### config.mk
export PLATFORM = sky130hd
export DESIGN_NAME = imm_extend_pipe_flat
export DESIGN_NICKNAME = d
export VERILOG_FILES = /design/src/rtl/imm_extend_pipe_if.sv /design/src/rtl/imm_extend_pipe.sv /design/src/flat_wrapper.sv
export SDC_FILE = /design/constraint.sdc
export NUM_CORES = 1
export LEC_CHECK = 0
export BUFFER_PORTS_ARGS = -buffer_cell sky130_fd_sc_hd__buf_4
export CORE_UTILIZATION = 45
export CTS_CLUSTER_SIZE = 24
export DETAILED_ROUTE_END_ITERATION = 8
export GPL_ROUTABILITY_DRIVEN = 1
export PLACE_DENSITY = 0.74
export SYNTH_ARGS = -nofsm -noshare
export SYNTH_HDL_FRONTEND = slang
export SYNTH_SLANG_ARGS = --single-unit
### constraint.sdc
create_clock -name clk -period 2.6 [get_ports clk]
set_input_delay 0.13 -clock clk [delete_from_list [all_inputs] [get_ports clk]]
set_output_delay 0.13 -clock clk [all_outputs]
set_load 0.05 [all_outputs]
### src/rtl/imm_extend_pipe_if.sv
// Handshake bundle for imm_extend_pipe: immediate/mode in, extended operand out.
// slave = the extension unit, master = the producer/consumer side.
interface imm_extend_pipe_if #(
  parameter int unsigned IN_W  = 16,
  parameter int unsigned OUT_W = 32
);
  logic             in_valid;
  logic             in_ready;
  logic [IN_W-1:0]  in_imm;
  logic [1:0]       in_mode;
  logic             out_valid;
  logic             out_ready;
  logic [OUT_W-1:0] out_data;
  logic             out_neg;

  modport slave (
    input  in_valid, in_imm, in_mode, out_ready,
    output in_ready, out_valid, out_data, out_neg
  );

  modport master (
    output in_valid, in_imm, in_mode, out_ready,
    input  in_ready, out_valid, out_data, out_neg
  );
endinterface

### src/rtl/imm_extend_pipe.sv
// Pipelined MIPS immediate extender (SIGN/ZERO/UPPER/BRANCH), 1-cycle latency,
// 2-entry skid. Define IMM_EXT_STATS_EN to add the saturating stat_neg_cnt port.
module imm_extend_pipe #(
  parameter int unsigned IN_W  = 16,
  parameter int unsigned OUT_W = 32,
  parameter int unsigned CNT_W = 16
) (
  input  logic             clk,
  input  logic             reset,
  imm_extend_pipe_if.slave bus
`ifdef IMM_EXT_STATS_EN
  ,
  output logic [CNT_W-1:0] stat_neg_cnt
`endif
);

  if (IN_W < 2 || IN_W >= OUT_W || CNT_W < 1) begin : g_bad_param
    $error("imm_extend_pipe: illegal IN_W/OUT_W/CNT_W combination");
  end

  typedef enum logic [1:0] {
    MODE_SIGN   = 2'b00,
    MODE_ZERO   = 2'b01,
    MODE_UPPER  = 2'b10,
    MODE_BRANCH = 2'b11
  } mode_e;

  typedef enum logic [1:0] {
    S_EMPTY = 2'b00,
    S_ONE   = 2'b01,
    S_TWO   = 2'b10
  } state_e;

  state_e           state_q;
  logic [OUT_W-1:0] main_q;
  logic [OUT_W-1:0] skid_q;
  logic             in_ready_q;
  logic             out_valid_q;

  logic [OUT_W-1:0] sext;
  logic [OUT_W-1:0] ext_d;
  mode_e            mode;
  logic             in_xfer;
  logic             out_xfer;

  assign mode     = mode_e'(bus.in_mode);
  assign in_xfer  = bus.in_valid & in_ready_q;
  assign out_xfer = out_valid_q & bus.out_ready;

  always_comb begin
    sext  = {{(OUT_W-IN_W){bus.in_imm[IN_W-1]}}, bus.in_imm};
    ext_d = sext;
    case (mode)
      MODE_SIGN:   ext_d = sext;
      MODE_ZERO:   ext_d = {{(OUT_W-IN_W){1'b0}}, bus.in_imm};
      MODE_UPPER:  ext_d = {bus.in_imm, {(OUT_W-IN_W){1'b0}}};
      MODE_BRANCH: ext_d = sext << 2;
      default:     ext_d = sext;
    endcase
  end

  // Datapath registers only load on an accepted transfer, so X on the
  // immediate or mode while in_valid is low never reaches the outputs.
  always_ff @(posedge clk or posedge reset) begin
    if (reset) begin
      state_q     <= S_EMPTY;
      main_q      <= '0;
      skid_q      <= '0;
      in_ready_q  <= 1'b1;
      out_valid_q <= 1'b0;
    end else begin
      case (state_q)
        S_EMPTY: begin
          if (in_xfer) begin
            main_q      <= ext_d;
            state_q     <= S_ONE;
            out_valid_q <= 1'b1;
          end
        end
        S_ONE: begin
          if (in_xfer && out_xfer) begin
            main_q <= ext_d;
          end else if (in_xfer) begin
            skid_q     <= ext_d;
            state_q    <= S_TWO;
            in_ready_q <= 1'b0;
          end else if (out_xfer) begin
            state_q     <= S_EMPTY;
            out_valid_q <= 1'b0;
          end
        end
        S_TWO: begin
          if (out_xfer) begin
            main_q     <= skid_q;
            state_q    <= S_ONE;
            in_ready_q <= 1'b1;
          end
        end
        default: begin
          state_q     <= S_EMPTY;
          in_ready_q  <= 1'b1;
          out_valid_q <= 1'b0;
        end
      endcase
    end
  end

  assign bus.in_ready  = in_ready_q;
  assign bus.out_valid = out_valid_q;
  assign bus.out_data  = main_q;
  assign bus.out_neg   = main_q[OUT_W-1];

`ifdef IMM_EXT_STATS_EN
  localparam logic [CNT_W-1:0] CNT_ONE = {{(CNT_W-1){1'b0}}, 1'b1};

  logic [CNT_W-1:0] neg_cnt_q;

  always_ff @(posedge clk or posedge reset) begin
    if (reset) begin
      neg_cnt_q <= '0;
    end else if (out_xfer && main_q[OUT_W-1] && (neg_cnt_q != '1)) begin
      neg_cnt_q <= neg_cnt_q + CNT_ONE;
    end
  end

  assign stat_neg_cnt = neg_cnt_q;
`endif

endmodule

### src/flat_wrapper.sv
// flat-port wrapper written by rule: the top's interface ports become plain ports
module imm_extend_pipe_flat 
#(
  parameter int unsigned IN_W  = 16,
  parameter int unsigned OUT_W = 32,
  parameter int unsigned CNT_W = 16
)
  (clk, reset, bus_in_valid, bus_in_imm, bus_in_mode, bus_out_ready, bus_in_ready, bus_out_valid, bus_out_data, bus_out_neg);
  imm_extend_pipe_if #(.IN_W(IN_W), .OUT_W(OUT_W)) bus_i ();
  input  logic clk;
  input  logic reset;
  input wire logic [$bits(bus_i.in_valid)-1:0] bus_in_valid;
  input wire logic [$bits(bus_i.in_imm)-1:0] bus_in_imm;
  input wire logic [$bits(bus_i.in_mode)-1:0] bus_in_mode;
  input wire logic [$bits(bus_i.out_ready)-1:0] bus_out_ready;
  output wire logic [$bits(bus_i.in_ready)-1:0] bus_in_ready;
  output wire logic [$bits(bus_i.out_valid)-1:0] bus_out_valid;
  output wire logic [$bits(bus_i.out_data)-1:0] bus_out_data;
  output wire logic [$bits(bus_i.out_neg)-1:0] bus_out_neg;
  assign bus_i.in_valid = bus_in_valid;
  assign bus_i.in_imm = bus_in_imm;
  assign bus_i.in_mode = bus_in_mode;
  assign bus_i.out_ready = bus_out_ready;
  assign bus_in_ready = bus_i.in_ready;
  assign bus_out_valid = bus_i.out_valid;
  assign bus_out_data = bus_i.out_data;
  assign bus_out_neg = bus_i.out_neg;
  imm_extend_pipe #(.IN_W(IN_W), .OUT_W(OUT_W), .CNT_W(CNT_W)) u_core (.clk(clk), .reset(reset), .bus(bus_i));
endmodule
-- Word level (Yosys, flattened, before mapping)
Cells that the tools add are included.
- bits in registers: 68
- bits of input ports: 22
- output and inout port bits: 35
- word-level logic and storage cells: 52
- equality and inequality tests: 13
- multiplexer cells: 20
- bitwise operators: 5
- reductions and logical operators: 9
- operators with widths (cell ; count):
    32-bit one-hot mux with 4 select lines ; 1
    32-bit 2-to-1 mux ; 3
    32-bit one-hot mux with 3 select lines ; 1
    4-bit AND reduction ; 3
    2-bit 2-to-1 mux ; 5
    2-bit by 1-bit != test with 1-bit output, second input constant ; 5
    1-bit 2-to-1 mux ; 7
    2-bit == test, second input constant ; 3
    1-bit one-hot mux with 3 select lines ; 2
    2-bit one-hot mux with 3 select lines ; 1
    5-bit AND reduction ; 1
    2-bit by 1-bit == test with 1-bit output, second input constant ; 2
    2-bit zero test ; 2
    2-bit != test, second input constant ; 2
    3-bit by 1-bit != test with 1-bit output, second input constant ; 1
    1-bit inverter ; 3
    3-bit AND reduction ; 1
    3-bit nonzero test ; 1
    1-bit bitwise AND ; 2
    1-bit logical AND ; 1

-- Longest topological paths before layout
- depth in word-level cells: 5
- gate-level depth with buffers: 6
- depth with buffers taken out: 3

-- Worst setup path before layout
OpenSTA, ideal clock, no wires.
- path type: register -> register
- from: register u_core.out_valid_q (netlist: u_core.bus.out_valid)
- to: register u_core.main_q[2] (netlist: u_core.bus.out_data[2])
- setup time: 0.127 ns
- arrival time: 1.653 ns
- data required time: 2.473 ns
- slack: 0.819 ns
- cell stages (with the launch flop): 5
- buffers on the path: 1
- clock period less this slack: 1.781 ns
- cells stage by stage: dfrtp_1 -> a21boi_4 -> o21ai_4 -> buf_6 -> mux2_1
- longest elaborated chain between the ends: 4
- elaborated cells between the ends (all ways): 5
- classes of those cells: 2 x eq/ne; 1 x bitwise; 2 x reduce/logical
- RTL lines (what ; line ; source):
    start, declared ; imm_extend_pipe.sv:38 ; logic out_valid_q;
    start signal, assigned ; imm_extend_pipe.sv:70 ; out_valid_q <= 1'b0;
    start signal, assigned ; imm_extend_pipe.sv:77 ; out_valid_q <= 1'b1;
    start signal, assigned ; imm_extend_pipe.sv:89 ; out_valid_q <= 1'b0;
    1-bit bitwise AND (*) ; imm_extend_pipe.sv:48 ; assign out_xfer = out_valid_q & bus.out_ready;
    1-bit logical AND ; imm_extend_pipe.sv:81 ; if (in_xfer && out_xfer) begin
    2-bit by 1-bit != test with 1-bit output (no line) ; n/a ;
    4-bit AND reduction (no line) (*) ; n/a ;
    end signal, assigned ; imm_extend_pipe.sv:75 ; main_q <= ext_d;
    end signal, assigned ; imm_extend_pipe.sv:82 ; main_q <= ext_d;
    end signal, assigned ; imm_extend_pipe.sv:94 ; main_q <= skid_q;
    end, declared ; imm_extend_pipe.sv:35 ; logic [OUT_W-1:0] main_q;
Mark *: on every way between the ends. The rest lies on a longest branch, timed or not.
A chain may end at the register's enable or synchronous reset.

-- Worst setup path in the final report
- from: register u_core.in_ready_q (netlist: u_core.bus.in_ready)
- to: register u_core.main_q[6] (netlist: u_core.bus.out_data[6])
- longest elaborated chain between the ends: 4
- elaborated cells between the ends (all ways): 5
- classes of those cells: 2 x eq/ne; 1 x bitwise; 2 x reduce/logical
- RTL lines (what ; line ; source):
    start, declared ; imm_extend_pipe.sv:37 ; logic in_ready_q;
    start signal, assigned ; imm_extend_pipe.sv:69 ; in_ready_q <= 1'b1;
    start signal, assigned ; imm_extend_pipe.sv:86 ; in_ready_q <= 1'b0;
    start signal, assigned ; imm_extend_pipe.sv:96 ; in_ready_q <= 1'b1;
    1-bit bitwise AND (*) ; imm_extend_pipe.sv:47 ; assign in_xfer = bus.in_valid & in_ready_q;
    1-bit logical AND ; imm_extend_pipe.sv:81 ;
    2-bit by 1-bit != test with 1-bit output (no line) ; n/a ;
    4-bit AND reduction (no line) (*) ; n/a ;
Marked as above.

==> metrics.txt <==
pins over their slew limit=0; Slew @ Worst Pin=0.8661 ns; Crit path required time=2.83 ns; synth-to-layout area growth=15.56%; Seq pwr share=39.7%; design area=between 4000 and 5000 sq um; fin crit share=74.06%; ranking of synthesized cells by area=dfrtp_1, a31oi_1, a21oi_1, mux2_2, a41oi_1; RSZ-0062 raised after global routing=false; P_leak=between 1.5 and 2 nW; die width=93.64 um; internal power=approximately 0.0026 W; Vias=3203; Yosys cell types=43; Max Buffers Root-to-Sink=2; num rows=33; Die ar.=a little under 9000 sq um; drt total wl=slightly below 10000 um; Synth Cell Area=3779 sq um; hold buffers post-CTS=1; clk_lat worst skew=0.35 ns; f_max=a little over 500 MHz; clock-pin slew on the worst setup and hold paths=around 0.070 ns; CP Cell Sequence=nand3b_4 -> o21ai_4 -> mux2_1; Synth Net Count=376; NumNets Final=~400; Via density=6.406; crit path time final=between 1.5 and 2 ns; share of the yosys chip area belonging to registers=45.07%; Pwr Density=1007 nW/um^2; Initial DRC Count=between 300 and 400; share of cells above drive strength 1=between 20 and 30%; Synth area leader=dfrtp_1; I/O pin total=57; Worst setup SP type=flop; Yosys top cell area share=44.37%; CTS tree=done; Die Y=~94 um; Initial Util=46.22%; TritonCTS Buffers=9; TNS Setup=0 ns; pin count of the biggest net entering global routing=50; Synth Area per Inst=~11 sq um; WP buf/inv=0; critical path class=reg -> reg; Tot GR Track Use=23.81%; switching share of power=41.84%; postcts setup bufs=0; Slowest-stage cell, CP=dfstp_2; Setup-failing EPs final=0; min-delay worst type=in -> reg; count of final hold-check violations=0; grt ovf=0; slowest cell delay on critical path=0.60 ns; antenna diode count=0; number of port buffers=56; post-CTS sizing=0; CTS sink cnt=68; Logic pwr share=between 40% and 50%; Syn. warnings=0; initial antenna violation count=0; worst-path fanout max=18; status=finished, final reports clean; Rel. slew slack=42.26%; CP delay by family, top=flip-flops; Routed Antenna Nets=0; Worst EP arrival=2.15 ns; Max VDD drop=496.1 uV; Post-DP HPWL=6247 um; root buf cell=clkbuf_8; vias in the first global route=roughly 3100; Cells after Synth=354; Seq cells post-synth=68; DR pass1 iterations=5; crit end category=flop; clk_skew=0.007254 ns; first-pass GRT wire length=16000 um; GPL Wtd Cong=0.7799; net switching power=0.001840 W; clock share of power=approximately a fifth; MaxCap Viol Count=0; area post-placement=4173 sq um; Routed WL per cell=19.24 um; Power Total=0.004398 W; DR DRC count=0; core area=8175 sq um; total number of H-tree levels=3
-- cell usage in the layout (no fill, tap or decap), types with 14 or more instances in the layout --
cell type  synthesis  final
buf_4              4     66
a21oi_1           29     29
nor2_1            16     16
o211ai_1          16     16
a41oi_1           14     14
a22oi_1           14     14
nor3b_1           14     14
a31oi_1           29     29
o31ai_1           15     15
nand3_1           15     15
nand2b_1          16     16
dfrtp_1           67     67
-- sequential cells by signal, summed over array words and instances, names as in the netlist --
| name | cells |
|---|---|
| u_core.bus.out_data | 32 |
| u_core.skid_q | 32 |
| u_core.state_q | 2 |
| u_core.bus.in_ready | 1 |
| u_core.bus.out_valid | 1 |
-- tightest hold or removal path: stages --
cell     delay (ns)
buf_4          0.12
a211o_1        0.12
o21ai_0        0.07
-- through the flow --
stage	hold WS (ns)	utilization, %	setup WS (ns)	instances
2_1_floorplan	0.3252	-	0.7601	354
3_3_place_gp	0.08482	51.04	0.7553	483
3_5_place_dp	0.08552	51.04	0.6734	483
4_1_cts	0.1283	53.41	0.6644	500
5_1_grt	0.1553	53.41	0.5626	500
6_report	0.1413	53.41	0.6745	500
-- power groups by stage --
stage / Combinational [W] / Sequential [W] / Clock, W
6_report: 0.00181 / 0.00175 / 0.000839
2_1_floorplan: 0.000561 / 0.00246 / 0
3_5_place_dp: 0.00182 / 0.00176 / 0
3_3_place_gp: 0.00178 / 0.00174 / 0
5_1_grt: 0.00194 / 0.00180 / 0.000903
4_1_cts: 0.00182 / 0.00175 / 0.000853
-- synthesized netlist by cell type, drive strengths merged --
cell    count
a21bo       1
inv         2
nor2b       3
clkbuf     12
a31oi      29
nand2       2
a41oi      14
o32a        1
mux2i       2
and2b       1
nor2       16
o211ai     16
nand4b      1
nand2b     16
o21ai       5
nand3      15
and3b       2
buf        31
a21boi      2
a221oi     14
o22ai       1
o31ai      15
nand3b      1
and2        1
o211a       1
dfrtp      67
dfstp       1
nor3b      14
mux2       21
xnor2       1
o21a        1
a21oi      29
nand4       1
a22oi      14
a211o       1
-- cell type report --
| cell class | instances | area, sq um |
|---|---|---|
| fillers | 742 | 3809 |
| inverters | 2 | 7.507 |
| repair buffers | 68 | 525.5 |
| well taps | 105 | 131.4 |
| clock inverters | 5 | 52.55 |
| multi-input cells | 241 | 1815 |
| clock buffers | 11 | 131.4 |
| flip-flops and latches | 68 | 1703 |
-- logic make-up (layout without fill, tap and decap cells) --
group           after synthesis  in the layout  share of synthesized area, %
xor+xnor                      1              1                        0.7286
buf+inv                      45             86                         6.921
simple gates                 73             73                         11.99
mux                          23             23                         6.987
flops                        68             68                         45.07
compound gates              144            144                         28.31
-- layer usage --
layer,GRT usage [%],part of all wire [%],vias up
met4,10.64,3.3,0
met1,32.62,42,1577
met5,0,0,-
met2,35.78,48,152
li1,-,-,1446
met3,5.528,6.8,28
-- worst paths after layout --
| kind | slack, ns | depth (start not counted) | to | from |
|---|---|---|---|---|
| setup / recovery | 0.67 | 3 | u_core.bus.out_data[6] | u_core.bus.in_ready |
| hold / removal | 0.14 | 3 | u_core.bus.out_valid | bus_out_ready |
| setup reg to reg | 0.67 | 3 | u_core.bus.out_data[6] | u_core.bus.in_ready |
| hold reg to reg | 0.49 | 1 | u_core.bus.out_data[8] | u_core.bus.out_data[8] |
| max in group asynchronous | 1.63 | 4 | u_core.bus.in_ready | reset |
| min in group asynchronous | 0.26 | 3 | u_core.bus.out_data[29] | reset |
Power figures use the tool's default switching activity.
